<file path="src/rtl/fu_arbiter_if.sv">
// Handshake bundle between the two datapath clients, the result consumer and fu_arbiter.
// master = client/consumer side, slave = arbiter side.
interface fu_arbiter_if;
  logic       req0_valid, req0_ready;
  logic [2:0] req0_op;
  logic [7:0] req0_a, req0_b;
  logic       req1_valid, req1_ready;
  logic [2:0] req1_op;
  logic [7:0] req1_a, req1_b;
  logic       rsp_valid, rsp_ready;
  logic [7:0] rsp_data;
  logic       rsp_id;

  modport master (
    output req0_valid, req0_op, req0_a, req0_b, input req0_ready,
    output req1_valid, req1_op, req1_a, req1_b, input req1_ready,
    input  rsp_valid, rsp_data, rsp_id, output rsp_ready
  );
  modport slave (
    input  req0_valid, req0_op, req0_a, req0_b, output req0_ready,
    input  req1_valid, req1_op, req1_a, req1_b, output req1_ready,
    output rsp_valid, rsp_data, rsp_id, input rsp_ready
  );
endinterface

</file>
<file path="src/rtl/fu_arbiter.sv">
// fu_arbiter: two requesters share one 8-bit Functional_Unit via an IDLE/EXEC/RESP FSM.
// Define FU_PERF_CNT_EN to add saturating per-requester accept counters cnt0/cnt1.
module Functional_Unit (
  input  logic [2:0] op,
  input  logic [7:0] a,
  input  logic [7:0] b,
  output logic [7:0] f
);
  always_comb begin
    f = 8'h00;
    case (op)
      3'b000: f = a + b;
      3'b001: f = a + ~b;
      3'b010: f = a & b;
      3'b011: f = a | b;
      3'b100: f = a ^ b;
      3'b101: f = {1'b0, a[7:1]} + b;
      3'b110: f = {a[0], a[7:1]} + b;
      3'b111: f = {a[6:0], a[7]} + b;
      default: f = 8'h00;
    endcase
  end
endmodule

module fu_arbiter #(
  parameter bit FIXED_PRIO = 1'b0
) (
  input  logic         clk,
  input  logic         rst,
  fu_arbiter_if.slave  bus,
  output logic         busy
`ifdef FU_PERF_CNT_EN
  ,
  output logic [15:0]  cnt0,
  output logic [15:0]  cnt1
`endif
);
  typedef enum logic [1:0] {IDLE = 2'd0, EXEC = 2'd1, RESP = 2'd2} state_t;
  typedef struct packed {
    logic [2:0] op;
    logic [7:0] a;
    logic [7:0] b;
    logic       id;
  } fu_req_t;

  state_t     state_q, state_d;
  fu_req_t    req_q, req_d;
  logic       last_id_q, last_id_d;
  logic       rsp_valid_q, rsp_valid_d;
  logic [7:0] rsp_data_q, rsp_data_d;
  logic       rsp_id_q, rsp_id_d;
  logic       gnt0, gnt1, acc0, acc1;
  logic [7:0] fu_f;

  Functional_Unit u_fu (.op(req_q.op), .a(req_q.a), .b(req_q.b), .f(fu_f));

  // Tie goes to req0 in fixed mode, otherwise to whoever was not served last.
  always_comb begin
    gnt0 = 1'b0;
    gnt1 = 1'b0;
    if (bus.req0_valid && bus.req1_valid) begin
      if (FIXED_PRIO || last_id_q) gnt0 = 1'b1;
      else                         gnt1 = 1'b1;
    end else begin
      gnt0 = bus.req0_valid;
      gnt1 = bus.req1_valid;
    end
  end

  assign bus.req0_ready = (state_q == IDLE) & gnt0 & ~rst;
  assign bus.req1_ready = (state_q == IDLE) & gnt1 & ~rst;
  assign acc0           = bus.req0_valid & bus.req0_ready;
  assign acc1           = bus.req1_valid & bus.req1_ready;

  always_comb begin
    state_d     = state_q;
    req_d       = req_q;
    last_id_d   = last_id_q;
    rsp_valid_d = rsp_valid_q;
    rsp_data_d  = rsp_data_q;
    rsp_id_d    = rsp_id_q;
    case (state_q)
      IDLE: if (acc0 || acc1) begin
        req_d     = acc0 ? fu_req_t'{bus.req0_op, bus.req0_a, bus.req0_b, 1'b0}
                         : fu_req_t'{bus.req1_op, bus.req1_a, bus.req1_b, 1'b1};
        last_id_d = acc1;
        state_d   = EXEC;
      end
      EXEC: begin
        rsp_data_d  = fu_f;
        rsp_id_d    = req_q.id;
        rsp_valid_d = 1'b1;
        state_d     = RESP;
      end
      RESP: if (rsp_valid_q && bus.rsp_ready) begin
        rsp_valid_d = 1'b0;
        state_d     = IDLE;
      end
      default: state_d = IDLE;
    endcase
  end

  always_ff @(posedge clk or posedge rst) begin
    if (rst) begin
      state_q     <= IDLE;
      req_q       <= '0;
      last_id_q   <= 1'b1;
      rsp_valid_q <= 1'b0;
      rsp_data_q  <= 8'h00;
      rsp_id_q    <= 1'b0;
    end else begin
      state_q     <= state_d;
      req_q       <= req_d;
      last_id_q   <= last_id_d;
      rsp_valid_q <= rsp_valid_d;
      rsp_data_q  <= rsp_data_d;
      rsp_id_q    <= rsp_id_d;
    end
  end

  assign bus.rsp_valid = rsp_valid_q;
  assign bus.rsp_data  = rsp_data_q;
  assign bus.rsp_id    = rsp_id_q;
  assign busy          = (state_q != IDLE);

`ifdef FU_PERF_CNT_EN
  logic [15:0] cnt0_q, cnt0_d, cnt1_q, cnt1_d;

  always_comb begin
    cnt0_d = cnt0_q;
    cnt1_d = cnt1_q;
    if (acc0 && cnt0_q != 16'hFFFF) cnt0_d = cnt0_q + 16'd1;
    if (acc1 && cnt1_q != 16'hFFFF) cnt1_d = cnt1_q + 16'd1;
  end

  always_ff @(posedge clk or posedge rst) begin
    if (rst) begin
      cnt0_q <= 16'h0000;
      cnt1_q <= 16'h0000;
    end else begin
      cnt0_q <= cnt0_d;
      cnt1_q <= cnt1_d;
    end
  end

  assign cnt0 = cnt0_q;
  assign cnt1 = cnt1_q;
`endif
endmodule

</file>
<file path="src/flat_wrapper.sv">
// flat-port wrapper written by rule: the top's interface ports become plain ports
module fu_arbiter_flat 
#(
  parameter bit FIXED_PRIO = 1'b0
)
  (clk, rst, busy, bus_req0_valid, bus_req0_op, bus_req0_a, bus_req0_b, bus_req0_ready, bus_req1_valid, bus_req1_op, bus_req1_a, bus_req1_b, bus_req1_ready, bus_rsp_valid, bus_rsp_data, bus_rsp_id, bus_rsp_ready);
  fu_arbiter_if bus_i ();
  input  logic clk;
  input  logic rst;
  output logic busy;
  input wire logic [$bits(bus_i.req0_valid)-1:0] bus_req0_valid;
  input wire logic [$bits(bus_i.req0_op)-1:0] bus_req0_op;
  input wire logic [$bits(bus_i.req0_a)-1:0] bus_req0_a;
  input wire logic [$bits(bus_i.req0_b)-1:0] bus_req0_b;
  output wire logic [$bits(bus_i.req0_ready)-1:0] bus_req0_ready;
  input wire logic [$bits(bus_i.req1_valid)-1:0] bus_req1_valid;
  input wire logic [$bits(bus_i.req1_op)-1:0] bus_req1_op;
  input wire logic [$bits(bus_i.req1_a)-1:0] bus_req1_a;
  input wire logic [$bits(bus_i.req1_b)-1:0] bus_req1_b;
  output wire logic [$bits(bus_i.req1_ready)-1:0] bus_req1_ready;
  output wire logic [$bits(bus_i.rsp_valid)-1:0] bus_rsp_valid;
  output wire logic [$bits(bus_i.rsp_data)-1:0] bus_rsp_data;
  output wire logic [$bits(bus_i.rsp_id)-1:0] bus_rsp_id;
  input wire logic [$bits(bus_i.rsp_ready)-1:0] bus_rsp_ready;
  assign bus_i.req0_valid = bus_req0_valid;
  assign bus_i.req0_op = bus_req0_op;
  assign bus_i.req0_a = bus_req0_a;
  assign bus_i.req0_b = bus_req0_b;
  assign bus_req0_ready = bus_i.req0_ready;
  assign bus_i.req1_valid = bus_req1_valid;
  assign bus_i.req1_op = bus_req1_op;
  assign bus_i.req1_a = bus_req1_a;
  assign bus_i.req1_b = bus_req1_b;
  assign bus_req1_ready = bus_i.req1_ready;
  assign bus_rsp_valid = bus_i.rsp_valid;
  assign bus_rsp_data = bus_i.rsp_data;
  assign bus_rsp_id = bus_i.rsp_id;
  assign bus_i.rsp_ready = bus_rsp_ready;
  fu_arbiter #(.FIXED_PRIO(FIXED_PRIO)) u_core (.clk(clk), .rst(rst), .bus(bus_i), .busy(busy));
endmodule
</file>
<file path="config.mk">
export PLATFORM = sky130hd
export DESIGN_NAME = fu_arbiter_flat
export DESIGN_NICKNAME = d
export VERILOG_FILES = /design/src/rtl/fu_arbiter_if.sv /design/src/rtl/fu_arbiter.sv /design/src/flat_wrapper.sv
export SDC_FILE = /design/constraint.sdc
export NUM_CORES = 1
export LEC_CHECK = 0
export CAP_MARGIN = 0
export CELL_PAD_IN_SITES_DETAIL_PLACEMENT = 0
export CELL_PAD_IN_SITES_GLOBAL_PLACEMENT = 1
export CORE_AREA = 2 2 92 94
export DETAILED_ROUTE_END_ITERATION = 10
export DIE_AREA = 0 0 94 96
export GPL_ROUTABILITY_DRIVEN = 0
export PLACE_DENSITY_LB_ADDON = 0.1
export SLEW_MARGIN = 5
export SYNTH_ARGS = -nofsm -noshare
export SYNTH_HDL_FRONTEND = slang
export SYNTH_HIERARCHICAL = 1
export SYNTH_SLANG_ARGS = --single-unit
</file>
<file path="constraint.sdc">
create_clock -name clk -period 3.23 [get_ports clk]
set_clock_uncertainty 0.05 [all_clocks]
set_input_delay 0.646 -clock clk [delete_from_list [all_inputs] [get_ports clk]]
set_output_delay 0.646 -clock clk [all_outputs]
set_load 0.02 [all_outputs]
</file>
# == After elaboration in Yosys (flattened, before gate mapping) ==
# Index checks and enable logic that the tools add are counted.
# word_totals
word_cells,57
inputBits,43
reg_bits,33
# classes
n_reduce_logical,10
eq_ne,11
bitwise,11
muxes,11
n_addsub,5
# op_table
operator,count
8-bit case mux with 8 select lines,1
8-bit adder,4
20-bit two-way mux,1
3-bit == test (second input constant),4
7-bit by 8-bit adder with 8-bit output,1
8-bit AND,1
8-bit NOT,1
8-bit OR,1
8-bit bitwise XOR,1
1-bit AND,6
3-bit by 2-bit == test with 1-bit output (second input constant),2
2-bit case mux with 3 select lines,1
2-bit AND reduction,3
1-bit two-way mux,5
2-bit two-way mux,2
2-bit nonzero test,2
3-bit by 1-bit == test with 1-bit output (second input constant),1
3-bit logical NOT,1
2-bit by 1-bit == test with 1-bit output (second input constant),1
2-bit == test (second input constant),1
1-bit logical AND,2
2-bit logical NOT,1
2-bit by 1-bit != test with 1-bit output (second input constant),1
2-bit != test (second input constant),1
3 further kinds,3

# == Depth between registers and ports, before layout ==
# Gate-level depths: netlist of run 1.
# depth
word_depth,8
depth_mapped,14

# == Hierarchy ==
# The synthesis of run 1 kept the hierarchy.
# modules_own_cells
module,area_per_inst_um2,seq_area_each_um2,cells_per_inst,instances
fu_arbiter,1665.3,827.0,157,1
Functional_Unit,1473.9,0.0,204,1

# == Least setup slack after synthesis of run 1 ==
# No wires, ideal clock.
# synth_timing
path_kind,flip-flop to flip-flop
from,register u_core/req_q[17] in the netlist's numbering
to,"register u_core.rsp_data_q[4], in the netlist u_core/bus.rsp_data[4]"
period_less_slack_ns,2.967
path_slack_ns,0.263
arrival_time_ns,2.793
stages_incl_launch_ff,15
setup_time_ns,0.125
path_buffers,2
path_cell_list,dfrtp_1 buf_2 buf_6 mux2i_1 a211oi_1 a21o_1 ha_1 fa_1 a21o_1 a21oi_1 xnor2_1 nor2_1 a211oi_1 a311oi_1 mux2_2
# synth_via
elab_chain_cells,2
elab_cells_between_ends,9
# synth_lines
item,line,text
from (decl),fu_arbiter.sv:47,"fu_req_t req_q, req_d;"
from (signal assigned),fu_arbiter.sv:113,req_q <= req_d;
3-bit == test (tied with other cells),fu_arbiter.sv:11,case (op)
8-bit case mux with 8 select lines (*),fu_arbiter.sv:11,
via u_core.fu_f[4],fu_arbiter.sv:53,logic [7:0] fu_f;
to (signal assigned),fu_arbiter.sv:116,rsp_data_q <= rsp_data_d;
to (decl),fu_arbiter.sv:50,"logic [7:0] rsp_data_q, rsp_data_d;"
# The timed path passes the listed nets; every way through them passes the cells marked *.
# A chain may end at the register's enable or synchronous reset.

# == Worst setup path in the final report of run 1 ==
# Same ends and word-level chain as after synthesis.

==> results of run 1 <==
==> worst max-delay path by stage <==
| stage | to |
|---|---|
| after floorplan | u_core/bus.rsp_data[4]$_DFFE_PP0P_ |
| after global placement | u_core/bus.rsp_data[4]$_DFFE_PP0P_ |
| after detailed placement | u_core/bus.rsp_data[6]$_DFFE_PP0P_ |
| after CTS | u_core/bus.rsp_data[6]$_DFFE_PP0P_ |
| after global routing | u_core/bus.rsp_data[4]$_DFFE_PP0P_ |
| final | u_core/bus.rsp_data[4]$_DFFE_PP0P_ |
==> area by class of cell <==
| class | instances | area, sq um |
|---|---|---|
| flip-flops and latches | 33 | 827 |
| fillers | 785 | 4170 |
| well taps | 105 | 131 |
| clock buffers | 6 | 72.6 |
| repair buffers | 71 | 671 |
| clock inverters | 2 | 10.0 |
| multi-input cells | 272 | 2060 |
| inverters | 28 | 105 |
==> stage by stage <==
step	total power [mW]	area, sq um	util	hold WS, ns	instances
6_report	4.54	3880	0.482	0.451	517
5_1_grt	5.00	3880	0.482	0.480	517
4_1_cts	4.55	3880	0.482	0.453	517
3_5_place_dp	4.21	3790	0.471	0.436	509
3_3_place_gp	4.20	3790	0.471	0.429	509
2_1_floorplan	3.36	3140	-	0.409	361
==> cells in the mapped netlist (8+ instances only) <==
cell type / n
a21oi_1: 40
dfrtp_1: 32
ha_1: 30
inv_1: 27
a31oi_1: 22
nand4_1: 19
nand2_1: 15
clkbuf_1: 13
nor2_1: 13
a21o_1: 10
mux2i_1: 10
o21ai_0: 10
o31ai_1: 10
o31ai_2: 10
mux2_2: 9
xnor2_1: 9
a211oi_1: 8
buf_2: 8
==> cells by family after synthesis <==
| group | Yosys count | synth area share |
|---|---|---|
| mux | 19 | 0.0642 |
| buf+inv | 56 | 0.0821 |
| fa+ha+maj | 32 | 0.132 |
| flops | 33 | 0.263 |
| simple gates | 77 | 0.135 |
| compound gates | 132 | 0.290 |
| xor+xnor | 12 | 0.0335 |
==> registers in the layout (all words and copies together), names as in the netlist <==
name	count
u_core/req_q	20
u_core/bus.rsp_data	8
u_core/state_q	2
u_core/bus.rsp_valid	1
u_core/last_id_q	1
u_core/bus.rsp_id	1
==> power groups by stage <==
stage	registers, mW	logic [mW]	clock network [mW]
3_3_place_gp	0.930	3.27	0
3_5_place_dp	0.932	3.28	0
6_report	0.925	3.31	0.311
5_1_grt	0.969	3.69	0.339
4_1_cts	0.925	3.30	0.323
2_1_floorplan	0.889	2.47	0
==> layer usage <==
| layer | wire length [um] | track usage |
|---|---|---|
| met2 | 4010 | 0.322 |
| met1 | 4270 | 0.287 |
| met3 | 313 | 0.0211 |
| met5 | 0 | 0 |
| met4 | 90 | 0.0556 |
==> worst max-delay path: stages (launching register included) <==
cell	delay, ns
dfrtp_1	0.47
buf_4	0.20
a21oi_1	0.12
a211oi_1	0.06
a21o_1	0.17
ha_1	0.21
fa_1	0.40
a21o_1	0.20
a21oi_1	0.21
xnor2_1	0.17
nor2_1	0.06
a211oi_1	0.17
a311oi_1	0.07
mux2_2	0.27
==> results.sh, run 1 <==
export IMPL_status="finished, final reports clean"
export IMPL_antenna_found_initial=0
export IMPL_ys_top_cells_by_area="dfrtp_1 26%, ha_1 12%, a21oi_1 6.4%"
export IMPL_timing_rr_start="u_core/req_q[17]$_DFFE_PP0P_"
export IMPL_combinationalPowerShare=0.728
export IMPL_whs_path_depth=1
export IMPL_die_x_um=94
export IMPL_synthCells=361
export IMPL_p_clk_frac=0.068
export IMPL_clkTransAtPathRegs_ns=0.08
export IMPL_cap_viol_max_count=0
export IMPL_synth_flop_cell="dfrtp_1"
export IMPL_cts_setup_buffers=0
export IMPL_worst_r2r_endpoint="u_core/bus.rsp_data[4]$_DFFE_PP0P_"
export IMPL_crit_arrival_ns=3.07
export IMPL_r2r_cells=13
export IMPL_end_kind="flip-flop"
export IMPL_finalMaxSlewViolations=0
export IMPL_seq_power_share=0.204
export IMPL_leakagePower_nw=1.66
export IMPL_critPathRequiredTime_ns=3.35
export IMPL_cts_tree="done"
export IMPL_numCtsBuffers=5
export IMPL_synth_distinct_cells=52
export IMPL_synth_seq_cells=33
export IMPL_vias=2906
export IMPL_hold_path_class="flip-flop to flip-flop"
export IMPL_io_pins=56
export IMPL_worst_r2r_setup_slack_ns=0.29
export IMPL_grt_use_total=0.200
export IMPL_post_cts_resize_count=0
export IMPL_drive_above_1_share=0.126
export IMPL_drc_errors=0
export IMPL_drt_wl_total_um=8690
export IMPL_fmax_mhz=340
export IMPL_swShare=0.492
export IMPL_grt_pass1_vias=2787
export IMPL_port_buffers=55
export IMPL_syn_num_nets=436
export IMPL_synth_area_leader_cell="dfrtp_1"
export IMPL_dr_pass1_iters=4
export IMPL_syn_area_per_cell_sq_um=8.70
export IMPL_mostFrequentLayoutCell="clkdlybuf4s50_1"
export IMPL_min_period_ns=2.94
export IMPL_antenna_cells=0
export IMPL_fp_dieH_um=96
export IMPL_die_area_sq_um=9020
export IMPL_nets=486
export IMPL_overflow=0
export IMPL_grt_pass1_wl_um=14300
export IMPL_layout_common_cells="55 x clkdlybuf4s50_1, 40 x a21oi_1, 32 x dfrtp_1"
export IMPL_start_util=0.390
export IMPL_powerDensity_nw_per_um2=1170
export IMPL_postCtsHoldBufs=0
export IMPL_switchingPower_mw=2.23
export IMPL_fp_row_count=33
export IMPL_avgRoutedWirePerCell_um=16.8
export IMPL_clk_path_buf_depth=2
export IMPL_rsz0062_at_grt="false"
export IMPL_yosys_warnings=6
export IMPL_async_reset_ff_frac=1.00
export IMPL_core_area_sq_um=8050
export IMPL_period_share=0.911
export IMPL_grt_start_max_net_pins=40
export IMPL_clock_sinks=33
export IMPL_synth_area_sq_um=3140
export IMPL_setup_viol=0
export IMPL_htreeDepth=2
export IMPL_clock_latency_ns=0.28
export IMPL_ant_nets=0
export IMPL_synth_top_area_share=0.255
export IMPL_critPathLaunch="u_core/req_q[17]$_DFFE_PP0P_"
export IMPL_root_buffer="clkbuf_8"
export IMPL_dpl_hpwl_um=6390
export IMPL_yosysSeqAreaShare=0.263
export IMPL_p_int_mw=2.31
export IMPL_vias_per_cell=5.62
export IMPL_dpl_worst_slack_ns=0.311
export IMPL_worst_pin_slew_ns=0.892
export IMPL_path_max_fanout=8
export IMPL_final_setup_tns_ns=0
export IMPL_critPathKind="flip-flop to flip-flop"
export IMPL_hold_violations=0
export IMPL_peakVddDrop_mv=0.427
export IMPL_hp_start="u_core/req_q[0]$_DFFE_PP0P_"
export IMPL_timing_final_ws_setup_ns=0.287
export IMPL_synth_edf_count=0
export IMPL_drtIter0Drc=114
export IMPL_hold_end="u_core/req_q[0]$_DFFE_PP0P_"
export IMPL_syn2layout_area_growth_pct=23.5
export IMPL_cp_start_kind="flip-flop"
export IMPL_slew_limit_headroom=0.406
Note: power is estimated with default switching activity, not from simulation.
==> run 2, diff against run 1 <==
Settings changed: CORE_AREA 2 2 92 94 to 2 2 66 131, DIE_AREA 0 0 94 96 to 0 0 68 133, REMOVE_ABC_BUFFERS from default to 1.
==> results.sh, run 2 (same netlist as run 1, synthesis figures left out) <==
export IMPL_clock_latency_ns=0.28
export IMPL_core_area_sq_um=8120
export IMPL_critPathSlowestCell="dfrtp_1"
export IMPL_fillers=785
export IMPL_drtIter0Drc=176
export IMPL_min_period_ns=2.96
export IMPL_nets=492
export IMPL_die_area_sq_um=9040
export IMPL_timing_rr_start="u_core/req_q[17]$_DFFE_PP0P_"
export IMPL_met1_usage=0.267
export IMPL_grt_start_max_net_pins=40
export IMPL_critPathKind="flip-flop to flip-flop"
export IMPL_critPathRequiredTime_ns=3.34
export IMPL_mostFrequentLayoutCell="clkdlybuf4s50_1"
export IMPL_peakVddDrop_mv=0.631
export IMPL_leakagePower_nw=1.73
export IMPL_grt_busiest_layer="met2"
export IMPL_timing_critical_path_max_delay_family="compound AO/OA/AOI/OAI gates"
export IMPL_postPlaceCellArea_sq_um=3830
export IMPL_avgRoutedWirePerCell_um=17.7
export IMPL_critPathLaunch="u_core/req_q[17]$_DFFE_PP0P_"
export IMPL_crit_arrival_ns=3.07
export IMPL_dr_pass1_iters=4
export IMPL_antenna_cells=0
export IMPL_drc_errors=0
export IMPL_dpl_worst_slack_ns=0.294
export IMPL_instances_no_fill=516
export IMPL_end_kind="flip-flop"
export IMPL_use_met2=0.369
export IMPL_slowest_delay_ns=0.54
export IMPL_regMostFlops="u_core/req_q"
export IMPL_powerDensity_nw_per_um2=1220
export IMPL_met3_usage=0.0281
export IMPL_postCtsHoldBufs=0
export IMPL_overflow=0
export IMPL_status="finished, final reports clean"
export IMPL_fp_row_count=47
export IMPL_syn2layout_area_growth_pct=27.5
export IMPL_cap_viol_max_count=0
export IMPL_grt_pass1_vias=3017
export IMPL_worst_pin_slew_ns=0.840
export IMPL_path_max_fanout=11
export IMPL_cp_cell_sequence="mux2i_1 > a211oi_1 > a21o_1 > ha_1 > fa_1 > a21o_1 > a21oi_1 > xnor2_1 > nor2_1 > a211oi_1 > a311oi_1 > mux2_2"
export IMPL_cts_setup_buffers=0
export IMPL_root_buffer="clkbuf_16"
export IMPL_worst_r2r_setup_slack_ns=0.27
export IMPL_hold_slack_ns=0.446
export IMPL_start_util=0.387
export IMPL_port_buffers=55
export IMPL_drt_wl_total_um=9130
export IMPL_path_depth=12
export IMPL_die_x_um=68
export IMPL_dpl_hpwl_um=7140
export IMPL_antenna_found_initial=0
export IMPL_hold_path_class="flip-flop to flip-flop"
export IMPL_rsz0062_at_grt="false"
export IMPL_cp_endpoint="u_core/bus.rsp_data[4]$_DFFE_PP0P_"
export IMPL_design_area_sq_um=4000
export IMPL_numCtsBuffers=5
export IMPL_r2r_cells=12
export IMPL_cts_tree="done"
export IMPL_vias=2993
export IMPL_cp_start_kind="flip-flop"
export IMPL_dp_cells=508
export IMPL_ant_nets=0
export IMPL_setup_viol=0
export IMPL_post_cts_resize_count=0
export IMPL_clock_sinks=33
export IMPL_clkTransAtPathRegs_ns=0.05
export IMPL_largest_register_ffs=20
export IMPL_htreeDepth=2
export IMPL_fmax_mhz=338
export IMPL_p_total_mw=4.87
export IMPL_worst_path_buf_inv=0
export IMPL_worst_r2r_endpoint="u_core/bus.rsp_data[4]$_DFFE_PP0P_"
export IMPL_drive_above_1_share=0.139
export IMPL_slew_limit_headroom=0.440
export IMPL_hold_violations=0
export IMPL_timing_final_ws_setup_ns=0.273
export IMPL_vias_per_cell=5.80
export IMPL_grt_pass1_wl_um=15100
export IMPL_finalMaxSlewViolations=0
export IMPL_fp_dieH_um=133
export IMPL_clk_path_buf_depth=2
export IMPL_period_share=0.915
export IMPL_layout_common_cells="55 x clkdlybuf4s50_1, 40 x a21oi_1, 32 x dfrtp_1"
export IMPL_grt_use_total=0.219
export IMPL_io_pins=56
[run 2: cell count changes in the layout (fill, tap and decap cells not counted)]
cell	before	now
buf_4	16	22
bufinv_16	0	1
clkbuf_16	0	5
clkbuf_8	5	1
clkinv_2	2	0
[run 2: where the power goes]
group	internal [mW]	switching [mW]	total (mW)	leakage, nW
Sequential	0.622	0.281	0.903	0.375
Clock	0.385	0.179	0.564	0.0841
Combinational	1.59	1.82	3.40	1.27
[run 2: layout make-up]
| cell class | count | area (sq um) | share of cell area |
|---|---|---|---|
| repair buffers | 77 | 716 | 0.179 |
| flip-flops and latches | 33 | 827 | 0.207 |
| clock inverters | 1 | 30.0 | 0.00750 |
| clock buffers | 7 | 143 | 0.0356 |
| inverters | 28 | 105 | 0.0263 |
| well taps | 98 | 123 | 0.0306 |
| multi-input cells | 272 | 2060 | 0.515 |
[run 2: through the flow]
stage | setup TNS, ns | util
floorplan | -0.251 | -
global placement | 0 | 0.472
detailed placement | 0 | 0.472
CTS | 0 | 0.493
global route | 0 | 0.493
finish | 0 | 0.493
[run 2: worst reg2reg max path: stages, from the launching register on]
cell and delay, ns:
dfrtp_1 0.54, mux2i_1 0.23, a211oi_1 0.09, a21o_1 0.16, ha_1 0.20, fa_1 0.41, a21o_1 0.20, a21oi_1 0.22
xnor2_1 0.17, nor2_1 0.06, a211oi_1 0.17, a311oi_1 0.06, mux2_2 0.28
[run 2: routing by layer]
layer	part of all wire	routed length (um)	up-vias
li1	-	-	1448
met5	0	0	-
met1	0.40	3680	1437
met4	0.041	373	0
met3	0.026	233	26
met2	0.53	4840	82
[run 2: how the worst min path moves through the flow]
stage / from / to / slack, ns / cells past startpoint
finish: u_core/req_q[0]$_DFFE_PP0P_ / u_core/req_q[0]$_DFFE_PP0P_ / 0.45 / 1
CTS: u_core/req_q[0]$_DFFE_PP0P_ / u_core/req_q[0]$_DFFE_PP0P_ / 0.45 / 1
global placement: u_core/req_q[0]$_DFFE_PP0P_ / u_core/req_q[0]$_DFFE_PP0P_ / 0.43 / 1
global route: u_core/req_q[0]$_DFFE_PP0P_ / u_core/req_q[0]$_DFFE_PP0P_ / 0.47 / 1
detailed placement: u_core/req_q[0]$_DFFE_PP0P_ / u_core/req_q[0]$_DFFE_PP0P_ / 0.44 / 1
floorplan: u_core/req_q[0]$_DFFE_PP0P_ / u_core/req_q[0]$_DFFE_PP0P_ / 0.41 / 1
